File: src/rtl/pipeline_hazard_ctrl.sv
// Hazard and sequencing controller for the decode/execute pair.
// Tracks register-write metadata for EX/MEM/WB in a shadow pipe, drives the
// operand forwarding selects, resolves load-use stalls, redirect flushes,
// memory-busy freezes and the illegal-instruction drain/trap sequence.
// Optional feature macro: HAZARD_PERF_CNT_EN (enables stall/flush counters;
// when undefined the counters are absent and both count outputs read 0).
module pipeline_hazard_ctrl #(
    parameter int unsigned REG_ADDR_W = 5,
    parameter int unsigned DRAIN_MAX  = 3
) (
    input  logic                  clk,
    input  logic                  reset,
    input  logic                  id_valid,
    input  logic [REG_ADDR_W-1:0] id_rs1,
    input  logic [REG_ADDR_W-1:0] id_rs2,
    input  logic                  id_use_rs1,
    input  logic                  id_use_rs2,
    input  logic [REG_ADDR_W-1:0] id_rd,
    input  logic                  id_reg_write,
    input  logic                  id_mem_read,
    input  logic                  id_illegal,
    input  logic                  ex_pc_src,
    input  logic                  mem_busy,
    output logic                  pc_stall,
    output logic                  if_id_stall,
    output logic                  if_id_flush,
    output logic                  id_ex_stall,
    output logic                  id_ex_bubble,
    output logic [1:0]            forward_rs1,
    output logic [1:0]            forward_rs2,
    output logic                  trap_req,
    output logic [1:0]            ctrl_state,
    output logic [31:0]           stall_cnt,
    output logic [31:0]           flush_cnt
);

    localparam int unsigned DRAIN_CNT_W = (DRAIN_MAX < 1) ? 1 : $clog2(DRAIN_MAX + 1);

    localparam logic [1:0] FWD_NONE = 2'd0;
    localparam logic [1:0] FWD_MEM  = 2'd1;
    localparam logic [1:0] FWD_WB   = 2'd2;

    typedef enum logic [1:0] {
        ST_RUN   = 2'd0,
        ST_DRAIN = 2'd1,
        ST_TRAP  = 2'd2
    } state_t;

    typedef struct packed {
        logic                  valid;
        logic [REG_ADDR_W-1:0] rd;
        logic                  reg_write;
        logic                  mem_read;
        logic [REG_ADDR_W-1:0] rs1;
        logic [REG_ADDR_W-1:0] rs2;
        logic                  use_rs1;
        logic                  use_rs2;
    } shadow_t;

    state_t                 state_q, state_d;
    shadow_t                ex_q, ex_d, mem_q, mem_d, wb_q, wb_d;
    shadow_t                id_entry;
    logic [DRAIN_CNT_W-1:0] drain_cnt_q, drain_cnt_d;
    logic                   redirect;
    logic                   load_use;
    logic                   illegal_in;
    logic                   pipe_empty;

    // Select the youngest producer of src still in flight; MEM wins over WB.
    function automatic logic [1:0] fwd_sel(input logic [REG_ADDR_W-1:0] src,
                                           input logic                  use_src,
                                           input shadow_t               m,
                                           input shadow_t               w);
        logic m_hit;
        logic w_hit;
        m_hit = m.valid & m.reg_write & (m.rd != '0) & (m.rd == src) & use_src;
        w_hit = w.valid & w.reg_write & (w.rd != '0) & (w.rd == src) & use_src;
        if (m_hit) begin
            fwd_sel = FWD_MEM;
        end else if (w_hit) begin
            fwd_sel = FWD_WB;
        end else begin
            fwd_sel = FWD_NONE;
        end
    endfunction

    // Hazard conditions seen this cycle.
    always_comb begin
        id_entry   = id_valid ? {1'b1, id_rd, id_reg_write, id_mem_read,
                                 id_rs1, id_rs2, id_use_rs1, id_use_rs2} : '0;
        redirect   = ex_pc_src & ex_q.valid;
        load_use   = id_valid & ex_q.valid & ex_q.mem_read & (ex_q.rd != '0) &
                     ((id_use_rs1 & (id_rs1 == ex_q.rd)) |
                      (id_use_rs2 & (id_rs2 == ex_q.rd)));
        illegal_in = id_valid & id_illegal;
        pipe_empty = ~ex_q.valid & ~mem_q.valid & ~wb_q.valid;
    end

    // Pipeline control, FSM next state and shadow advance.
    always_comb begin
        pc_stall     = 1'b0;
        if_id_stall  = 1'b0;
        if_id_flush  = 1'b0;
        id_ex_stall  = 1'b0;
        id_ex_bubble = 1'b0;
        trap_req     = 1'b0;
        state_d      = state_q;
        ex_d         = ex_q;
        mem_d        = mem_q;
        wb_d         = wb_q;
        drain_cnt_d  = drain_cnt_q;

        forward_rs1 = fwd_sel(ex_q.rs1, ex_q.use_rs1, mem_q, wb_q);
        forward_rs2 = fwd_sel(ex_q.rs2, ex_q.use_rs2, mem_q, wb_q);

        if (mem_busy) begin
            pc_stall    = 1'b1;
            if_id_stall = 1'b1;
            id_ex_stall = 1'b1;
        end else begin
            unique case (state_q)
                ST_RUN: begin
                    if (redirect) begin
                        if_id_flush  = 1'b1;
                        id_ex_bubble = 1'b1;
                    end else begin
                        // The illegal instruction is held in ID and never enters EX.
                        if (load_use | illegal_in) begin
                            pc_stall     = 1'b1;
                            if_id_stall  = 1'b1;
                            id_ex_bubble = 1'b1;
                        end
                        if (illegal_in) begin
                            state_d = ST_DRAIN;
                        end
                    end
                end
                ST_DRAIN: begin
                    if (redirect) begin
                        if_id_flush  = 1'b1;
                        id_ex_bubble = 1'b1;
                        state_d      = ST_RUN;
                    end else begin
                        pc_stall     = 1'b1;
                        if_id_stall  = 1'b1;
                        id_ex_bubble = 1'b1;
                        // Drain bound is a safety net; the pipe empties first.
                        if (pipe_empty || (drain_cnt_q >= DRAIN_CNT_W'(DRAIN_MAX))) begin
                            state_d = ST_TRAP;
                        end
                    end
                end
                ST_TRAP: begin
                    trap_req     = 1'b1;
                    if_id_flush  = 1'b1;
                    id_ex_bubble = 1'b1;
                    state_d      = ST_RUN;
                end
                default: begin
                    state_d = ST_RUN;
                end
            endcase

            drain_cnt_d = ((state_q == ST_DRAIN) && (state_d == ST_DRAIN)) ?
                          drain_cnt_q + DRAIN_CNT_W'(1) : '0;
            wb_d  = mem_q;
            mem_d = ex_q;
            ex_d  = id_ex_bubble ? '0 : id_entry;
        end

        // Reset cycle presents a quiet interface.
        if (reset) begin
            pc_stall     = 1'b0;
            if_id_stall  = 1'b0;
            if_id_flush  = 1'b0;
            id_ex_stall  = 1'b0;
            id_ex_bubble = 1'b0;
            trap_req     = 1'b0;
            forward_rs1  = FWD_NONE;
            forward_rs2  = FWD_NONE;
        end
    end

    // State and shadow pipe registers.
    always_ff @(posedge clk) begin
        if (reset) begin
            state_q     <= ST_RUN;
            ex_q        <= '0;
            mem_q       <= '0;
            wb_q        <= '0;
            drain_cnt_q <= '0;
        end else begin
            state_q     <= state_d;
            ex_q        <= ex_d;
            mem_q       <= mem_d;
            wb_q        <= wb_d;
            drain_cnt_q <= drain_cnt_d;
        end
    end

    assign ctrl_state = state_q;

`ifdef HAZARD_PERF_CNT_EN
    logic [31:0] stall_cnt_q, stall_cnt_d;
    logic [31:0] flush_cnt_q, flush_cnt_d;

    // Busy cycles and acted-on load-use stalls; acted-on redirect flushes.
    always_comb begin
        stall_cnt_d = stall_cnt_q;
        flush_cnt_d = flush_cnt_q;
        if (mem_busy || ((state_q == ST_RUN) && !redirect && load_use)) begin
            stall_cnt_d = stall_cnt_q + 32'd1;
        end
        if (!mem_busy && redirect && (state_q != ST_TRAP)) begin
            flush_cnt_d = flush_cnt_q + 32'd1;
        end
    end

    // Performance counter registers.
    always_ff @(posedge clk) begin
        if (reset) begin
            stall_cnt_q <= '0;
            flush_cnt_q <= '0;
        end else begin
            stall_cnt_q <= stall_cnt_d;
            flush_cnt_q <= flush_cnt_d;
        end
    end

    assign stall_cnt = stall_cnt_q;
    assign flush_cnt = flush_cnt_q;
`else
    assign stall_cnt = '0;
    assign flush_cnt = '0;
`endif

endmodule
File: config.mk
export PLATFORM = sky130hd
export DESIGN_NAME = pipeline_hazard_ctrl
export DESIGN_NICKNAME = d
export VERILOG_FILES = /design/src/rtl/pipeline_hazard_ctrl.sv
export SDC_FILE = /design/constraint.sdc
export NUM_CORES = 1
export LEC_CHECK = 0
export BUFFER_PORTS_ARGS = -buffer_cell sky130_fd_sc_hd__buf_2
export CORE_MARGIN = 10
export CORE_UTILIZATION = 30
export DETAILED_ROUTE_END_ITERATION = 10
export HOLD_SLACK_MARGIN = 0.05
export REMOVE_ABC_BUFFERS = 1
export SYNTH_ARGS = -nofsm -noshare
export SYNTH_HDL_FRONTEND = slang
export SYNTH_SLANG_ARGS = --single-unit
File: constraint.sdc
create_clock -name clk -period 1.91 [get_ports clk]
set_clock_uncertainty 0.15 [all_clocks]
set_input_delay 0.191 -clock clk [delete_from_list [all_inputs] [get_ports clk]]
set_output_delay 0.191 -clock clk [all_outputs]
set_load 0.03 [all_outputs]
==> flow_metrics.env, run 1 <==
export IMPL_cp_slowest_stage_delay_ns=0.35
export IMPL_drtIter0Drc=151
export IMPL_path_buf_inv=1
export IMPL_r2r_end="ex_q[18]$_SDFFE_PP0N_"
export IMPL_final_cell_mix="conb_1, dfxtp_1, buf_2"
export IMPL_multi_input_area_sq_um=1620
export IMPL_fp_dieH_um=114
export IMPL_yosysTopAreaCellShare_pct=28.7
export IMPL_critPathSlowestCell="dfxtp_4"
export IMPL_insertion_delay_ns=0.29
export IMPL_syn_to_final_growth_pct=21.5
export IMPL_crit_type="reg2out"
export IMPL_maxSlewViolCount=0
export IMPL_clockBufferDepth=2
export IMPL_drtAntennaViolNets=0
export IMPL_final_common_cell="conb_1"
export IMPL_power_mw=2.05
export IMPL_fin_util_pct=37.2
export IMPL_cts_tree="done"
export IMPL_cts_buffers_inserted=5
export IMPL_hold_path_class="in2reg"
export IMPL_synth_top_area_cell="dfxtp_1"
export IMPL_rows=34
export IMPL_nFillCells=887
export IMPL_fin_crit_ns=2.16
export IMPL_synthTopCellsByArea="dfxtp_1, buf_4, xor2_1"
export IMPL_ys_ff_latch=38
export IMPL_via_per_inst=4.66
export IMPL_p_leak_nw=1.51
export IMPL_grt_overflow=0
export IMPL_crit_end="pc_stall"
export IMPL_synth_area_per_cell_sq_um=8.45
export IMPL_nets=406
export IMPL_rrSetupSlack_ns=0.14
export IMPL_rsz0062_at_grt="true"
export IMPL_clockRootBuffer="clkbuf_8"
export IMPL_violations="setup timing"
export IMPL_critPathLaunch="ex_q[14]$_SDFFE_PP0N_"
export IMPL_hold_violations=0
export IMPL_regArea_sq_um=772
export IMPL_path_max_fanout=3
export IMPL_fin_setup_tns_ns=-1.49
export IMPL_end_kind="primary output"
export IMPL_antenna_found_initial=0
export IMPL_antenna_cells=0
export IMPL_portBuffers=36
export IMPL_grt_use_total_pct=10.7
export IMPL_cts_clk_slew_worst_paths_ns=0.07
export IMPL_gp_congestion=0.844
export IMPL_avgRoutedWirePerCell_um=14.8
export IMPL_pre_cts_ws_ns=-0.0917
export IMPL_cp_data_arrival_time_ns=1.82
export IMPL_reg2reg_from="ex_q[14]$_SDFFE_PP0N_"
export IMPL_htree_levels=2
export IMPL_synthDistinctLibCells=37
export IMPL_coreArea_sq_um=8640
export IMPL_r2r_cells=6
export IMPL_fin_crit_sh_pct=113
export IMPL_drc=0
export IMPL_critPathTopFamily="simple AND/OR/NAND/NOR gates"
export IMPL_clkSinkCount=38
export IMPL_path_depth=6
export IMPL_fin_ws_ns=-0.248
export IMPL_ios=101
export IMPL_status="complete, but fails checks"
export IMPL_setup_viol=7
export IMPL_max_freq_ghz=0.463
export IMPL_drt_pass1_iterations=4
export IMPL_netlist_instances=313
export IMPL_vias=2259
export IMPL_fin_hold_ws_ns=0.0660
export IMPL_finalWirelength_mm=7.19
export IMPL_critPathLaunchType="flip-flop"
export IMPL_start_util_pct=30.6
export IMPL_ys_warn_count=0
export IMPL_path_cells="xor2_1 -> nor4_2 -> a32oi_2 -> nand2b_4 -> a31oi_4 -> buf_6"
export IMPL_cap_violations=0
export IMPL_dp_hpwl_mm=5.47
export IMPL_ir_worst_vdd_uv=438
export IMPL_grt_max_degree=41
export IMPL_seq_area_frac_synth_pct=28.7
export IMPL_grt_pass1_wl_mm=11.8
export IMPL_grt_pass1_vias=2299
export IMPL_power_density_nw_per_um2=639
export IMPL_die_area_sq_um=13000
export IMPL_synthesis_area_sq_um=2650
export IMPL_die_w_um=114
export IMPL_required_ns=1.57
export IMPL_drive_gt1_share_pct=26.8
-- cells in the mapped netlist --
cell type,number
a211oi_1,2
a21o_1,1
a21oi_1,4
a31oi_1,3
a32oi_1,20
and2_0,1
and2_1,2
and3b_1,1
buf_2,1
buf_4,65
buf_6,3
clkbuf_1,12
clkbuf_2,1
conb_1,1
dfxtp_1,38
ha_1,5
inv_1,3
mux2i_1,14
nand2_1,11
nand2b_1,1
nand3_1,24
nand4_1,3
nor2_1,25
nor2_2,2
nor3_1,6
nor4_1,6
o211ai_1,1
o211ai_2,1
o21ai_0,2
o21ai_1,9
o21ai_2,10
o22a_1,1
o311a_1,1
o31ai_1,1
or4_1,2
xnor2_1,6
xor2_1,24
-- per-stage QoR --
stage	instances	instance area (sq um)
2_1_floorplan	294	2310
3_3_place_gp	461	2820
3_5_place_dp	461	2820
4_1_cts	485	3160
5_1_grt	485	3210
6_report	485	3210
-- how the worst min path moves through the flow --
stage / slack (ns) / end / cells after the start / from
floorplan: 0.11 / mem_q[13]$_SDFFE_PP0N_ / 1 / reset
global placement: 0.29 / drain_cnt_q[1]$_SDFFE_PP0N_ / 2 / drain_cnt_q[1]$_SDFFE_PP0N_
detailed placement: 0.31 / ex_q[12]$_SDFFE_PP0N_ / 3 / id_mem_read
CTS: 0.05 / ex_q[9]$_SDFFE_PP0N_ / 3 / id_rs1[2]
global route: 0.07 / ex_q[9]$_SDFFE_PP0N_ / 3 / id_rs1[2]
finish: 0.07 / ex_q[9]$_SDFFE_PP0N_ / 3 / id_rs1[2]
-- area by class of cell --
| type | count | area share [%] |
|---|---|---|
| Multi-Input combinational cell | 253 | 50.4 |
| Sequential cell | 38 | 24.0 |
| Timing Repair Buffer | 75 | 17.7 |
| Tap cell | 108 | 4.20 |
| Clock buffer | 5 | 2.14 |
| Clock inverter | 3 | 1.25 |
| Inverter | 3 | 0.350 |
-- registers in the layout, summed over array words and instances (netlist names) --
signal	cells
ctrl_state	2
drain_cnt_q	2
ex_q	20
mem_q	7
wb_q	7
-- logic make-up (layout without fill, tap and decap cells) --
kind of cell             Yosys count  in the layout  share of synthesized area, %
multiplexers                      14             14                          5.30
AND/OR/NAND/NOR                   84             84                          15.2
flip-flops                        38             38                          28.7
XOR/XNOR                          30             30                          9.93
AO/OA/AOI/OAI                     56             56                          16.1
buffers and inverters             85             86                          22.2
adder cells (fa/ha/maj)            5              5                          2.36
other                              1             64                         0.142
-- report_power, final --
part | switching (mW) | internal, mW | total (mW)
clock | 0.288 | 0.384 | 0.673
sequential | 0.0277 | 0.817 | 0.845
combinational | 0.376 | 0.160 | 0.536
-- timing repair --
item	CTS	global route
hold buffers	15	0
cloned	0	0
setup buffers	1	0
setup endpoints to repair	7	13
resized for setup	22	13
pin swaps	14	6
endpoints found under the hold margin	14	0
-- per-layer routing --
| layer | vias to the layer above | part of all wire [%] | global-route usage (%) |
|---|---|---|---|
| met4 | 0 | 1.9 | 3.51 |
| li1 | 1103 | - | - |
| met3 | 13 | 7.4 | 3.36 |
| met1 | 1055 | 41 | 13.1 |
| met5 | - | 0 | 0 |
| met2 | 88 | 49 | 17.4 |
-- worst register-to-register path, cell delays in order, from the launching register on --
cell     delay [ns]
dfxtp_4        0.35
xor2_1         0.14
nor4_2         0.31
a32oi_2        0.21
nor2_2         0.21
buf_12         0.20
o21ai_1        0.10
Power figures use the tool's default switching activity.
==> inputs of run 2 (changes only) <==
--- a/config.mk
+++ b/config.mk
@@ -5,11 +5,11 @@
 export SDC_FILE = /design/constraint.sdc
 export NUM_CORES = 1
 export LEC_CHECK = 0
+export ABC_AREA = 1
 export BUFFER_PORTS_ARGS = -buffer_cell sky130_fd_sc_hd__buf_2
 export CORE_MARGIN = 10
 export CORE_UTILIZATION = 30
 export DETAILED_ROUTE_END_ITERATION = 10
-export HOLD_SLACK_MARGIN = 0.05
 export REMOVE_ABC_BUFFERS = 1
 export SYNTH_ARGS = -nofsm -noshare
 export SYNTH_HDL_FRONTEND = slang
==> run 2 against run 1 <==
  * The run still ends with setup timing left
  * Global-route usage decreased by 0.49 points
  * Critical path depth decreased by 1
  * Maximum frequency increased by 5.1%
  * Via count decreased by 2.6%
  * Clock power decreased by 14%
  * Sequential share of layout area increased by 2.1 points
  * Flip-flop and latch count unchanged
  * Synthesized cell count increased by 13%
  * Final cell count increased by 7.0%
  * Largest cell class unchanged
  * Largest power group unchanged
  * Highest routed layer unchanged
==> flow_metrics.env, run 2 <==
export IMPL_status="complete, but fails checks"
export IMPL_violations="setup timing"
export IMPL_crit_type="reg2out"
export IMPL_required_ns=1.57
export IMPL_fin_crit_ns=2.05
export IMPL_grt_pass1_vias=2226
export IMPL_die_w_um=111
export IMPL_hold_start="id_rs2[4]"
export IMPL_grt_max_degree=21
export IMPL_yosysMostFrequentCell="nand2_1"
export IMPL_final_cell_area_sq_um=3030
export IMPL_ir_worst_vdd_uv=298
export IMPL_cts_tree="done"
export IMPL_critPathLaunchType="flip-flop"
export IMPL_p_leak_nw=1.54
export IMPL_htree_levels=2
export IMPL_coreArea_sq_um=8130
export IMPL_placed_cells=493
export IMPL_rows=33
export IMPL_start_util_pct=30.7
export IMPL_regMostFlops="ex_q"
export IMPL_r2r_end="ex_q[19]$_SDFFE_PP0N_"
export IMPL_max_freq_ghz=0.487
export IMPL_clockBufferDepth=2
export IMPL_avgRoutedWirePerCell_um=13.1
export IMPL_final_common_cell="nand2_1"
export IMPL_die_area_sq_um=12400
export IMPL_drive_gt1_share_pct=27.3
export IMPL_drtAntennaViolNets=0
export IMPL_reg2reg_from="ex_q[18]$_SDFFE_PP0N_"
export IMPL_syn_to_final_growth_pct=21.4
export IMPL_clkSinkCount=38
export IMPL_hold_violations=0
export IMPL_fin_hold_ws_ns=0.00133
export IMPL_ys_ff_latch=38
export IMPL_antenna_found_initial=0
export IMPL_grt_use_total_pct=10.2
export IMPL_synthDistinctLibCells=32
export IMPL_async_flop_share_pct=0
export IMPL_synth_edf_count=0
export IMPL_ios=101
export IMPL_maxSlewViolCount=0
export IMPL_ys_warn_count=0
export IMPL_cp_slowest_stage_delay_ns=0.35
export IMPL_rsz0062_at_grt="true"
export IMPL_largest_reg_flops=20
export IMPL_synth_top_area_cell="dfxtp_1"
export IMPL_worst_pin_slew_ns=0.560
export IMPL_rrSetupSlack_ns=0.17
export IMPL_cp_data_arrival_time_ns=1.71
export IMPL_critPathSlowestCell="dfxtp_2"
export IMPL_netlist_instances=355
export IMPL_seq_area_frac_synth_pct=30.5
export IMPL_end_kind="primary output"
export IMPL_dp_hpwl_mm=5.26
export IMPL_layoutNonFillerInstCount=519
export IMPL_cts_buffers_inserted=5
export IMPL_hold_path_class="in2reg"
export IMPL_fp_dieH_um=111
export IMPL_grt_pass1_wl_mm=10.7
export IMPL_setup_viol=6
export IMPL_final_cell_mix="nand2_1, conb_1, inv_1"
export IMPL_insertion_delay_ns=0.29
export IMPL_synthTopCellsByArea="dfxtp_1, buf_4, nand2_1"
export IMPL_ys_top_cells_by_count="nand2_1, buf_4, dfxtp_1"
export IMPL_hold_path_depth=3
export IMPL_path_max_fanout=3
export IMPL_fin_crit_sh_pct=107
export IMPL_nFillCells=883
export IMPL_r2r_cells=14
export IMPL_grt_overflow=0
export IMPL_yosysTopAreaCellShare_pct=30.5
export IMPL_fin_ws_ns=-0.142
export IMPL_top_regs="ex_q: 20 flops, mem_q: 7 flops, wb_q: 7 flops"
export IMPL_drc=0
export IMPL_via_per_inst=4.24
export IMPL_synthesis_area_sq_um=2490
export IMPL_drt_pass1_iterations=4
export IMPL_ys_flop_type="dfxtp_1"
export IMPL_path_cells="xor2_2 -> nor4_2 -> nand4_1 -> nor3b_2 -> buf_4"
export IMPL_power_density_nw_per_um2=633
export IMPL_gp_congestion=0.877
export IMPL_place_area_sq_um=2580
export IMPL_clockRootBuffer="clkbuf_8"
export IMPL_drtIter0Drc=52
export IMPL_cap_violations=0
export IMPL_portBuffers=36
export IMPL_maxSlewHeadroom_pct=62.6
export IMPL_vias=2201
export IMPL_synth_area_per_cell_sq_um=7.02
export IMPL_cts_clk_slew_worst_paths_ns=0.07
export IMPL_nets=443
export IMPL_finalWirelength_mm=6.81
export IMPL_holdPathEnd="ex_q[6]$_SDFFE_PP0N_"
export IMPL_antenna_cells=0
## run 2: through the flow
step	setup slack [ns]	power [mW]	setup TNS, ns	utilization (%)
detailed placement	0.0718	1.30	0	31.7
CTS	-0.126	1.91	-0.610	35.2
global route	-0.245	2.01	-1.18	37.2
floorplan	-0.315	1.17	-3.89	-
finish	-0.142	1.92	-0.518	37.2
global placement	0.0762	1.30	0	31.7
## run 2: logic make-up (layout without fill, tap and decap cells)
group                      count (synthesis)  in the layout  synth area share (%)
AOI/OAI and AO/OA                         34             34                  8.33
xor gates and xnor gates                  15             15                  5.27
adders and majority gates                  5              5                  2.51
buffers and inverters                    116            112                  28.0
DFF                                       38             38                  30.5
other                                      1             64                 0.150
and+or+nand+nor                          146            146                  25.2
## run 2: power by group
| group | internal, mW | leakage (nW) | switching (mW) |
|---|---|---|---|
| clock | 0.291 | 0.0482 | 0.285 |
| combinational | 0.135 | 1.17 | 0.363 |
| sequential | 0.816 | 0.317 | 0.0273 |
| total | 1.24 | 1.54 | 0.675 |
## run 2: timing repair
action / CTS / global route
hold buffers: 10 / 0
hold endpoints to repair: 10 / 0
pin swaps: 6 / 19
endpoints found under the setup margin: 7 / 27
gates resized for setup: 26 / 41
setup buffers: 3 / 6
## run 2: how the worst max path moves through the flow
stage | depth (start not counted) | end | slack, ns | start
floorplan | 5 | if_id_stall | -0.31 | ctrl_state[1]$_SDFFE_PP0N_
global placement | 5 | forward_rs2[1] | 0.08 | wb_q[16]$_SDFFE_PP0N_
finish | 5 | forward_rs2[1] | -0.14 | ex_q[4]$_SDFFE_PP0N_
global route | 11 | if_id_stall | -0.24 | ex_q[14]$_SDFFE_PP0N_
CTS | 5 | forward_rs2[1] | -0.13 | ex_q[3]$_SDFFE_PP0N_
detailed placement | 5 | forward_rs2[1] | 0.07 | wb_q[16]$_SDFFE_PP0N_
## run 2: routing by layer
layer	track usage (%)	vias to the layer above	wire, um	part of all wire [%]
met5	0	-	0	0
met4	2.66	0	34	0.50
met3	4.76	4	770	11
met2	17.5	87	3200	47
met1	11.1	997	2800	41
li1	-	1113	-	-
## run 2: layout make-up
type,instances,area [sq um],area share (%)
Clock buffer,7,86.3,2.85
Clock inverter,1,5.00,0.165
Inverter,43,161,5.33
Multi-Input combinational cell,264,1410,46.7
Sequential cell,38,790,26.1
Tap cell,105,131,4.34
Timing Repair Buffer,61,442,14.6
## run 2: worst max-delay path: cells and delay by family (launching register included)
kind          cells  cell delay [ns]
simple gates      3             0.71
flops             1             0.35
buf+inv           1             0.18
xor+xnor          1             0.18
